<file path="config.mk">
export PLATFORM = sky130hd
export DESIGN_NAME = state_sel_pipe
export DESIGN_NICKNAME = d
export VERILOG_FILES = /design/src/rtl/aes_mux_pkg.sv /design/src/rtl/state_sel_fifo2.sv /design/src/rtl/state_sel_pipe.sv
export SDC_FILE = /design/constraint.sdc
export NUM_CORES = 1
export LEC_CHECK = 0
export ABC_AREA = 1
export CORE_AREA = 3 3 464 466
export CTS_BUF_LIST = sky130_fd_sc_hd__clkbuf_8
export DETAILED_ROUTE_END_ITERATION = 10
export DIE_AREA = 0 0 467 469
export DONT_BUFFER_PORTS = 1
export PLACE_DENSITY_LB_ADDON = 0.1
export SYNTH_ARGS = -nofsm -noshare
export SYNTH_HDL_FRONTEND = slang
export SYNTH_SLANG_ARGS = --single-unit
</file>
<file path="constraint.sdc">
create_clock -name clk -period 3.45 [get_ports clk]
set_input_delay 0.5175 -clock clk [delete_from_list [all_inputs] [get_ports clk]]
set_output_delay 0.5175 -clock clk [all_outputs]
set_load 0.01 [all_outputs]
</file>
<file path="src/rtl/aes_mux_pkg.sv">
// Shared constants for the state_sel_pipe channel selector.
package aes_mux_pkg;

  localparam int MODE_SEL      = 0;
  localparam int MODE_RR       = 1;
  localparam int DEFAULT_WIDTH = 128;

  // Index width for n channels, never narrower than one bit.
  function automatic int idx_width(input int n);
    return (n <= 2) ? 1 : $clog2(n);
  endfunction

endpackage

</file>
<file path="src/rtl/state_sel_fifo2.sv">
// Two-entry output buffer of {data, index}; the head entry drives the outputs.
module state_sel_fifo2
  import aes_mux_pkg::*;
#(
  parameter int WIDTH = DEFAULT_WIDTH,
  parameter int IDX_W = 3
) (
  input  logic             clk,
  input  logic             rst,
  input  logic             push_i,
  input  logic [WIDTH-1:0] push_data_i,
  input  logic [IDX_W-1:0] push_idx_i,
  input  logic             pop_ready_i,
  output logic [WIDTH-1:0] head_data_o,
  output logic [IDX_W-1:0] head_idx_o,
  output logic             head_valid_o,
  output logic [1:0]       count_o
);

  typedef struct packed {
    logic [WIDTH-1:0] data;
    logic [IDX_W-1:0] idx;
  } entry_t;

  entry_t     head_q, head_d;
  entry_t     tail_q, tail_d;
  logic [1:0] count_q, count_d;
  logic       pop;
  entry_t     new_e;

  assign new_e        = '{data: push_data_i, idx: push_idx_i};
  assign pop          = (count_q != 2'd0) && pop_ready_i;
  assign head_data_o  = head_q.data;
  assign head_idx_o   = head_q.idx;
  assign head_valid_o = (count_q != 2'd0);
  assign count_o      = count_q;

  // Next head/tail/count from the push/pop combination of this edge.
  always_comb begin
    head_d  = head_q;
    tail_d  = tail_q;
    count_d = count_q;
    unique case ({push_i, pop})
      2'b10: begin
        if (count_q == 2'd0) head_d = new_e;
        else                 tail_d = new_e;
        count_d = count_q + 2'd1;
      end
      2'b01: begin
        head_d  = tail_q;
        count_d = count_q - 2'd1;
      end
      2'b11: begin
        // Pop and push together: the new beat lands behind whatever remains.
        if (count_q == 2'd1) begin
          head_d = new_e;
        end else begin
          head_d = tail_q;
          tail_d = new_e;
        end
      end
      default: ;
    endcase
  end

  // Buffer state registers; reset discards any held entries.
  always_ff @(posedge clk) begin
    if (rst) begin
      head_q  <= '0;
      tail_q  <= '0;
      count_q <= '0;
    end else begin
      head_q  <= head_d;
      tail_q  <= tail_d;
      count_q <= count_d;
    end
  end

endmodule

</file>
<file path="src/rtl/state_sel_pipe.sv">
// N-to-1 channel selector (explicit select or round-robin) feeding a 2-entry buffer.
module state_sel_pipe
  import aes_mux_pkg::*;
#(
  parameter  int WIDTH  = DEFAULT_WIDTH,
  parameter  int NUM_IN = 8,
  parameter  int MODE   = MODE_SEL,
  localparam int SEL_W  = idx_width(NUM_IN)
) (
  input  logic                    clk,
  input  logic                    rst,
  input  logic [NUM_IN*WIDTH-1:0] in_data,
  input  logic [NUM_IN-1:0]       in_valid,
  output logic [NUM_IN-1:0]       in_ready,
  input  logic [SEL_W-1:0]        sel,
  output logic [WIDTH-1:0]        out_data,
  output logic [SEL_W-1:0]        out_sel,
  output logic                    out_valid,
  input  logic                    out_ready,
  output logic                    sel_err
);

  logic [SEL_W-1:0] last_q;
  logic             sel_err_q;
  logic [SEL_W-1:0] grant_idx;
  logic             grant_vld;
  logic             sel_bad;
  logic             accept_ok;
  logic             push;
  logic [1:0]       count;
  logic [WIDTH-1:0] push_data;

  // Acceptance depends only on registered occupancy, so out_ready never reaches in_ready.
  assign accept_ok = (count < 2'd2);

  // Grant selection and per-channel ready.
  always_comb begin
    grant_idx = '0;
    grant_vld = 1'b0;
    sel_bad   = 1'b0;
    in_ready  = '0;
    if (MODE == MODE_RR) begin
      for (int unsigned off = 1; off <= NUM_IN; off++) begin
        int unsigned idx;
        idx = (32'(last_q) + off) % NUM_IN;
        if (!grant_vld && in_valid[idx]) begin
          grant_vld = 1'b1;
          grant_idx = SEL_W'(idx);
        end
      end
      if (grant_vld) in_ready[grant_idx] = accept_ok;
    end else begin
      if (32'(sel) < NUM_IN) begin
        grant_idx      = sel;
        grant_vld      = in_valid[sel];
        in_ready[sel]  = accept_ok;
      end else begin
        sel_bad = 1'b1;
      end
    end
    if (rst) in_ready = '0;
  end

  assign push      = grant_vld && in_ready[grant_idx];
  assign push_data = in_data[32'(grant_idx)*WIDTH +: WIDTH];

  // Round-robin pointer and select-error pulse.
  always_ff @(posedge clk) begin
    if (rst) begin
      last_q    <= SEL_W'(NUM_IN - 1);
      sel_err_q <= 1'b0;
    end else begin
      if (push) last_q <= grant_idx;
      sel_err_q <= (MODE == MODE_SEL) && sel_bad && (|in_valid);
    end
  end

  assign sel_err = sel_err_q;

  state_sel_fifo2 #(
    .WIDTH (WIDTH),
    .IDX_W (SEL_W)
  ) u_fifo (
    .clk          (clk),
    .rst          (rst),
    .push_i       (push),
    .push_data_i  (push_data),
    .push_idx_i   (grant_idx),
    .pop_ready_i  (out_ready),
    .head_data_o  (out_data),
    .head_idx_o   (out_sel),
    .head_valid_o (out_valid),
    .count_o      (count)
  );

endmodule
</file>
==> flow_metrics.py, run 1 <==
metrics = {
    "synth": {
        "ys_types": 28,
        "dominantRegCellSynth": "sky130_fd_sc_hd__dfxtp_1",
        "yosysTopAreaCell": "sky130_fd_sc_hd__nand2_1",
        "synthesis.area_per_instance_um2": 4.963,
        "mappedNetlistArea_um2": 23610,
        "synth_top_cell_area_share": 0.4794,
        "ys_warn_count": 0,
        "synthesis.nets": 5801,
        "ys_seq_area_frac": 0.2238,
        "synth.ff_latch_count": 264,
        "synth_area_leaders": "sky130_fd_sc_hd__nand2_1, sky130_fd_sc_hd__dfxtp_1, sky130_fd_sc_hd__nor2_1",
        "synth-edff-count": 0,
        "synthCells": 4758,
        "ys_async_sr_fraction": 0,
    },
    "timing": {
        "fin_setup_tns_ns": 0,
        "final_hold_viol_count": 0,
        "min_period_over_period": 0.9152,
        "fmax_ghz": 0.3167,
        "fin_skew_ns": 0.03879,
        "grt_setup_unrepaired": "no",
        "finalSetupViolations": 0,
        "max_slew.worst_pin.slew_ns": 1.362,
        "slew_headroom": 0.09222,
        "final_slew_violations": 0,
        "final_period_minus_worst_setup_slack_ns": 3.158,
    },
    "clocking": {
        "cts.repair_timing.setup_buffer_count": 0,
        "clkTransAtPathRegs_ns": 0.06,
        "cts_buffers": 66,
        "tritoncts": "yes",
        "clkLatencyLatePin_ns": 0.72,
        "clockBufferDepth": 3,
        "clock-sinks": 264,
        "cts.root.buffer_cell": "sky130_fd_sc_hd__clkbuf_8",
        "htree_num_levels": 3,
    },
    "power_and_ir_drop": {
        "netSwitchingFraction": 0.4758,
        "report.power.total_w": 0.01649,
        "switching_power_w": 0.007846,
        "power.density_nw_per_um2": 592.4,
        "worst_vdd_drop_mv": 0.3294,
        "combPwrFrac": 0.401,
        "clkPwrFrac": 0.252,
        "leakage_nw": 15.38,
        "cellInternalPower_w": 0.008645,
        "power_frac_seq": 0.348,
    },
    "floorplan": {
        "effective_utilization_at_floorplan": 0.1116,
        "placement_rows": 169,
        "die_w_um": 467,
        "pin_count": 1179,
        "die_footprint_um2": 219000,
        "core-area_um2": 211700,
        "die_h_um": 469,
    },
    "place": {
        "hpwl_um": 115100,
        "port_buffers": 0,
        "placed_cells_incl_taps": 7312,
        "place.gp.congestion": 0.8829,
    },
    "global_route": {
        "grt_pass1_wl_um": 210300,
        "globalRouteTotalUtil": 0.1340,
        "pin_count_of_the_biggest_net_entering_global_routing": 515,
        "overflow": 0,
        "grt_pass1_vias": 27390,
        "antenna_found_initial": 30,
    },
    "route": {
        "wirelength_um": 154800,
        "route.vias.total": 27660,
        "initialDrtViolationCount": 1225,
        "postRouteAntennaNets": 0,
        "drc_errors": 0,
        "route.detailed.wl_per_inst_um": 20.80,
        "vias_per_cell": 3.716,
        "detail_route.first_pass.iterations": 7,
    },
    "finish": {
        "stdcell_count": 7444,
        "finish.utilization": 0.1315,
        "layout.cells.most_common_list": "sky130_fd_sc_hd__nand2_1, sky130_fd_sc_hd__nor2_1, sky130_fd_sc_hd__dfxtp_1",
        "final_common_cell": "sky130_fd_sc_hd__nand2_1",
        "ratio_of_cells_with_drive_above_1_in_the_final_layout": 0.04341,
        "synthToLayoutAreaGrowth_pct": 17.88,
        "final_nets": 5605,
        "layout.filler_cells": 25370,
    },
    "critical_path": {
        "timing_worst_setup_path_type": "in2out",
        "endpoint_kind": "output port",
        "worstPathMaxFanout": 514,
        "critPathArrivalTime_ns": 2.64,
        "cp_data_required_time_ns": 2.93,
        "worst_setup_path_start_kind": "input port",
    },
    "min_path": {
        "worstHoldPathType": "in2reg",
    },
    "outcome": {
        "outcome": "finished, final reports clean",
    },
    "run": {
        "max_cap_violations": 0,
    },
}
-- per-layer routing --
layer  global-route usage  vias to the layer above  wire [µm]
met4              0.03751                       14       4243
li1                     -                    14020          -
met5                    0                        -         90
met2               0.2366                      911      75460
met3              0.03835                      149      11300
met1               0.1568                    12570      63740
-- cell type report --
type / instances / area [µm²] / area share
multi-input cells: 3966 / 16010 / 0.5753
flip-flops and latches: 264 / 5285 / 0.1899
inverters: 184 / 742.0 / 0.02666
clock buffers: 85 / 1170 / 0.04203
diodes: 16 / 40.04 / 0.001438
clock inverters: 28 / 182.7 / 0.006563
well taps: 2821 / 3530 / 0.1268
repair buffers: 80 / 873.3 / 0.03138
-- metrics by stage --
stage / hold WS, ns / cell area [µm²] / worst slack (ns)
5_1_grt: 0.02377 / 27820 / 0.2658
6_report: 0.1291 / 27840 / 0.2924
3_5_place_dp: 0.4492 / 26390 / 0.2881
3_3_place_gp: 0.4563 / 26390 / 0.1915
4_1_cts: 0.001339 / 27800 / 0.5250
2_1_floorplan: 0.4297 / 23610 / 0.4986
-- what timing repair did --
action / 4_1_cts / 5_1_grt
resized for setup: 0 / 0
hold endpoints to repair: 130 / 0
hold buffers: 3 / 0
-- worst max-delay path, stage by stage --
cell and delay [ns]:
sky130_fd_sc_hd__inv_16 0.26, sky130_fd_sc_hd__buf_12 0.36, sky130_fd_sc_hd__nand3_1 0.20, sky130_fd_sc_hd__buf_4 0.24
sky130_fd_sc_hd__nor3_1 0.16, sky130_fd_sc_hd__buf_4 0.17
-- logic make-up after synthesis --
| kind of cell | synth area share |
|---|---|
| AOI/OAI and AO/OA | 0.06782 |
| xor gates and xnor gates | 0.0003710 |
| adders and majority gates | 0.002649 |
| buffers and inverters | 0.09956 |
| DFF | 0.2238 |
| other | 0.0001588 |
| and+or+nand+nor | 0.6056 |
-- synthesized netlist by cell type, types with 2 or more instances --
cell type / n
sky130_fd_sc_hd__nand2_1: 3016
sky130_fd_sc_hd__nor2_1: 407
sky130_fd_sc_hd__dfxtp_1: 264
sky130_fd_sc_hd__inv_1: 177
sky130_fd_sc_hd__o21ai_0: 153
sky130_fd_sc_hd__a21oi_1: 144
sky130_fd_sc_hd__clkbuf_1: 142
sky130_fd_sc_hd__buf_2: 123
sky130_fd_sc_hd__nand3b_1: 115
sky130_fd_sc_hd__nand3_1: 91
sky130_fd_sc_hd__buf_4: 36
sky130_fd_sc_hd__buf_1: 33
sky130_fd_sc_hd__buf_6: 10
sky130_fd_sc_hd__nand4_1: 10
sky130_fd_sc_hd__a21oi_2: 9
sky130_fd_sc_hd__ha_1: 5
sky130_fd_sc_hd__inv_2: 5
sky130_fd_sc_hd__nor3_1: 4
sky130_fd_sc_hd__inv_4: 2
sky130_fd_sc_hd__nand2_2: 2
sky130_fd_sc_hd__nor4_1: 2
sky130_fd_sc_hd__o32ai_1: 2
-- sequential cells by signal, summed over array words and instances (netlist names) --
| signal | cells |
|---|---|
| u_fifo.tail_q | 131 |
| u_fifo.count_o | 2 |
| u_fifo.head_idx_o | 3 |
| u_fifo.head_data_o | 128 |
-- power by group through the flow --
stage                     Combinational (W)  Sequential (W)  Clock (W)
after floorplan                     0.00479         0.00491          0
after global routing                0.00764         0.00599    0.00460
after CTS                           0.00687         0.00590    0.00448
after global placement              0.00677         0.00598          0
final                               0.00661         0.00573    0.00415
after detailed placement            0.00677         0.00596          0
-- worst paths after layout --
kind	from	endpoint	slack (ns)	depth (start not counted)
worst max-delay path	sel[0]	in_ready[6]	0.29	6
worst min-delay path	sel[2]	u_fifo.tail_q[74]$_SDFFE_PP0P_	0.13	4
worst max register to register	u_fifo.count_o[0]$_SDFFE_PP0P_	u_fifo.head_data_o[61]$_SDFFE_PP0P_	0.58	15
worst min register to register	u_fifo.tail_q[0]$_SDFFE_PP0P_	u_fifo.tail_q[0]$_SDFFE_PP0P_	0.47	2
(Power assumes the default switching activity.)
==> run 2: changes to the inputs <==
ABC_AREA = 0   (was 1)
CORE_AREA = 3 3 460 462   (was 3 3 464 466)
CTS_CLUSTER_DIAMETER = 60   (was default)
DIE_AREA = 0 0 463 465   (was 0 0 467 469)
==> run 2 against run 1 <==
Net effect: via count fell by 21%; die area shrank 1.7%; clock skew increased by 0.00086 ns; sequential power barely moved; wire length grew 36%; setup slack got worse by 0.023 ns; area after synthesis down 18%; fmax down 0.74%; clock power up 14%; synthesized cell count fell by 51%; critical path type is now reg2reg.
==> flow_metrics.py, run 2 <==
metrics = {
    "synth": {
        "synth-edff-count": 0,
        "synthCells": 2346,
        "ys_types": 63,
        "ys_async_sr_fraction": 0,
        "ys_seq_area_frac": 0.2718,
        "synthesis.area_per_instance_um2": 8.289,
        "post_synth_most_frequent_cells": "sky130_fd_sc_hd__nor2_1, sky130_fd_sc_hd__dfxtp_1, sky130_fd_sc_hd__mux2i_1",
        "dominantRegCellSynth": "sky130_fd_sc_hd__dfxtp_1",
        "post-synth-top-count-cell": "sky130_fd_sc_hd__nor2_1",
        "ys_warn_count": 0,
        "synthesis.nets": 3389,
        "mappedNetlistArea_um2": 19440,
        "synth_top_cell_area_share": 0.2718,
        "synth_area_leaders": "sky130_fd_sc_hd__dfxtp_1, sky130_fd_sc_hd__mux2_2, sky130_fd_sc_hd__mux2i_1",
        "synth.ff_latch_count": 264,
        "yosysTopAreaCell": "sky130_fd_sc_hd__dfxtp_1",
    },
    "clocking": {
        "clock-sinks": 264,
        "cts.root.buffer_cell": "sky130_fd_sc_hd__clkbuf_8",
        "htree_num_levels": 3,
        "cts.repair_timing.setup_buffer_count": 0,
        "clockBufferDepth": 3,
        "clkLatencyLatePin_ns": 0.75,
        "tritoncts": "yes",
        "cts_buffers": 71,
        "clkTransAtPathRegs_ns": 0.05,
    },
    "power_and_ir_drop": {
        "leakage_nw": 8.548,
        "power_frac_seq": 0.335,
        "switching_power_w": 0.007521,
        "worst_vdd_drop_mv": 0.2427,
        "netSwitchingFraction": 0.4421,
        "cellInternalPower_w": 0.009491,
        "clkPwrFrac": 0.279,
        "power.density_nw_per_um2": 663.6,
        "combPwrFrac": 0.385,
    },
    "critical_path": {
        "cp_slowest_cell": "sky130_fd_sc_hd__buf_4",
        "timing_worst_setup_path_type": "reg2reg",
        "worstPathCellList": "inv_1 > ha_1 > nand2b_4 > inv_4 > buf_4 > buf_4 > nor2_1 > a221oi_2 > dlygate4sd3_1",
        "critPathArrivalTime_ns": 3.87,
        "worst_setup_path_start_kind": "register",
        "timing.critical_path.slowest_cell_delay_ns": 0.67,
        "path_common_cell": "sky130_fd_sc_hd__buf_4",
        "cp_data_required_time_ns": 4.13,
        "endpoint_kind": "register",
        "worstPathMaxFanout": 46,
        "path_delay_family": "buffers and inverters",
        "path_buf_inv": 5,
    },
    "timing": {
        "finalSetupViolations": 0,
        "final_slew_violations": 0,
        "grt_setup_unrepaired": "no",
        "min_period_over_period": 0.9220,
        "max_slew.worst_pin.slew_ns": 1.263,
        "slew_headroom": 0.1577,
        "fmax_ghz": 0.3144,
        "final_period_minus_worst_setup_slack_ns": 3.181,
        "fin_skew_ns": 0.03964,
        "final.hold.worst_slack_ns": 0.1498,
        "final_hold_viol_count": 0,
        "fin_setup_tns_ns": 0,
    },
    "finish": {
        "top_register": "u_fifo.tail_q",
        "ratio_of_cells_with_drive_above_1_in_the_final_layout": 0.1928,
        "largest_register_ff_count": 131,
        "layout.filler_cells": 23910,
        "layout.cells.most_common_list": "sky130_fd_sc_hd__nor2_1, sky130_fd_sc_hd__dfxtp_1, sky130_fd_sc_hd__mux2i_1",
        "final_common_cell": "sky130_fd_sc_hd__nor2_1",
        "stdcell_count": 5262,
        "final_nets": 3408,
        "synthToLayoutAreaGrowth_pct": 31.84,
        "final_area_um2": 25640,
    },
    "route": {
        "wirelength_um": 211300,
        "postRouteAntennaNets": 0,
        "initialDrtViolationCount": 1938,
        "top_routing_layer_in_use": "met5",
        "detail_route.first_pass.iterations": 8,
        "drc_errors": 0,
        "routed-wl-met2_um": 106100,
        "route.detailed.wl_per_inst_um": 40.15,
        "vias_per_cell": 4.132,
        "met3WireLength_um": 16370,
        "length_of_routed_wiring_on_met1_um": 81150,
        "route.vias.total": 21740,
    },
    "min_path": {
        "worstHoldPathType": "in2reg",
    },
    "place": {
        "placed_cells_incl_taps": 5010,
        "dpl_cell_area_um2": 23200,
        "hpwl_um": 167000,
        "port_buffers": 0,
        "place.gp.congestion": 0.8680,
    },
    "floorplan": {
        "die_footprint_um2": 215300,
        "placement_rows": 167,
        "core-area_um2": 207500,
        "die_h_um": 465,
        "effective_utilization_at_floorplan": 0.09372,
        "die_w_um": 463,
        "pin_count": 1179,
    },
    "global_route": {
        "pin_count_of_the_biggest_net_entering_global_routing": 337,
        "grt_pass1_vias": 21790,
        "globalRouteTotalUtil": 0.1870,
        "overflow": 0,
        "grt_pass1_wl_um": 261100,
        "antenna_found_initial": 148,
    },
    "outcome": {
        "outcome": "finished, final reports clean",
    },
    "run": {
        "max_cap_violations": 0,
    },
}
==> run 2: final timing paths <==
kind              depth (start not counted)  slack [ns]                                   to                      startpoint
hold / removal                            4        0.15       u_fifo.tail_q[75]$_SDFFE_PP0P_                    in_data[840]
hold reg to reg                           2        0.45        u_fifo.tail_q[0]$_SDFFE_PP0P_   u_fifo.tail_q[0]$_SDFFE_PP0P_
setup reg to reg                          9        0.27  u_fifo.head_data_o[94]$_SDFFE_PP0P_  u_fifo.count_o[1]$_SDFFE_PP0P_
setup / recovery                          9        0.27  u_fifo.head_data_o[94]$_SDFFE_PP0P_  u_fifo.count_o[1]$_SDFFE_PP0P_
==> run 2: through the flow <==
step | util | power, W | setup WS (ns)
CTS | 0.1228 | 0.01755 | 0.06126
detailed placement | 0.1118 | 0.01214 | 0.04780
floorplan | - | 0.008582 | 0.4008
global placement | 0.1118 | 0.01215 | 0.03633
global route | 0.1233 | 0.01815 | 0.04994
finish | 0.1236 | 0.01701 | 0.2689
==> run 2: timing repair <==
| action | in CTS | in global routing |
|---|---|---|
| hold endpoints to repair | 245 | 0 |
| resized for setup | 0 | 2 |
| endpoints found under the setup margin | 0 | 6 |
| hold buffers | 70 | 0 |
==> run 2: cell type report <==
cell class,instances,area [µm²],share of cell area
Inverter,67,262.8,0.01025
Multi-Input combinational cell,1734,12570,0.4904
Timing Repair Buffer,227,2332,0.09097
Clock buffer,86,1184,0.04617
Sequential cell,264,5285,0.2061
Antenna cell,57,142.6,0.005564
Clock inverter,39,370.4,0.01445
Tap cell,2788,3488,0.1361
==> run 2: logic make-up after synthesis <==
logic type                 synth area share
adders and majority gates          0.003217
other                             0.0001929
AOI/OAI and AO/OA                    0.3244
muxes                                0.1645
DFF                                  0.2718
and+or+nand+nor                      0.1454
xor gates and xnor gates          0.0009010
buffers and inverters               0.08963
==> run 2: routing by layer <==
| metal | vias up | global-route usage |
|---|---|---|
| li1 | 9188 | - |
| met1 | 10870 | 0.2117 |
| met2 | 1306 | 0.3360 |
| met3 | 340 | 0.05479 |
| met4 | 42 | 0.05828 |
| met5 | - | 0 |
==> run 2: power by group through the flow <==
| stage | Clock [W] | Sequential [W] | Combinational [W] |
|---|---|---|---|
| 6_report | 0.00475 | 0.00570 | 0.00656 |
| 4_1_cts | 0.00502 | 0.00581 | 0.00671 |
| 2_1_floorplan | 0 | 0.00481 | 0.00377 |
| 5_1_grt | 0.00513 | 0.00587 | 0.00715 |
| 3_3_place_gp | 0 | 0.00589 | 0.00626 |
| 3_5_place_dp | 0 | 0.00587 | 0.00628 |
==> run 2: worst min-delay path, stage by stage <==
cell	delay (ns)
sky130_fd_sc_hd__nand2_1	0.03
sky130_fd_sc_hd__o221ai_1	0.08
sky130_fd_sc_hd__nor2_1	0.05
sky130_fd_sc_hd__nor3_1	0.15
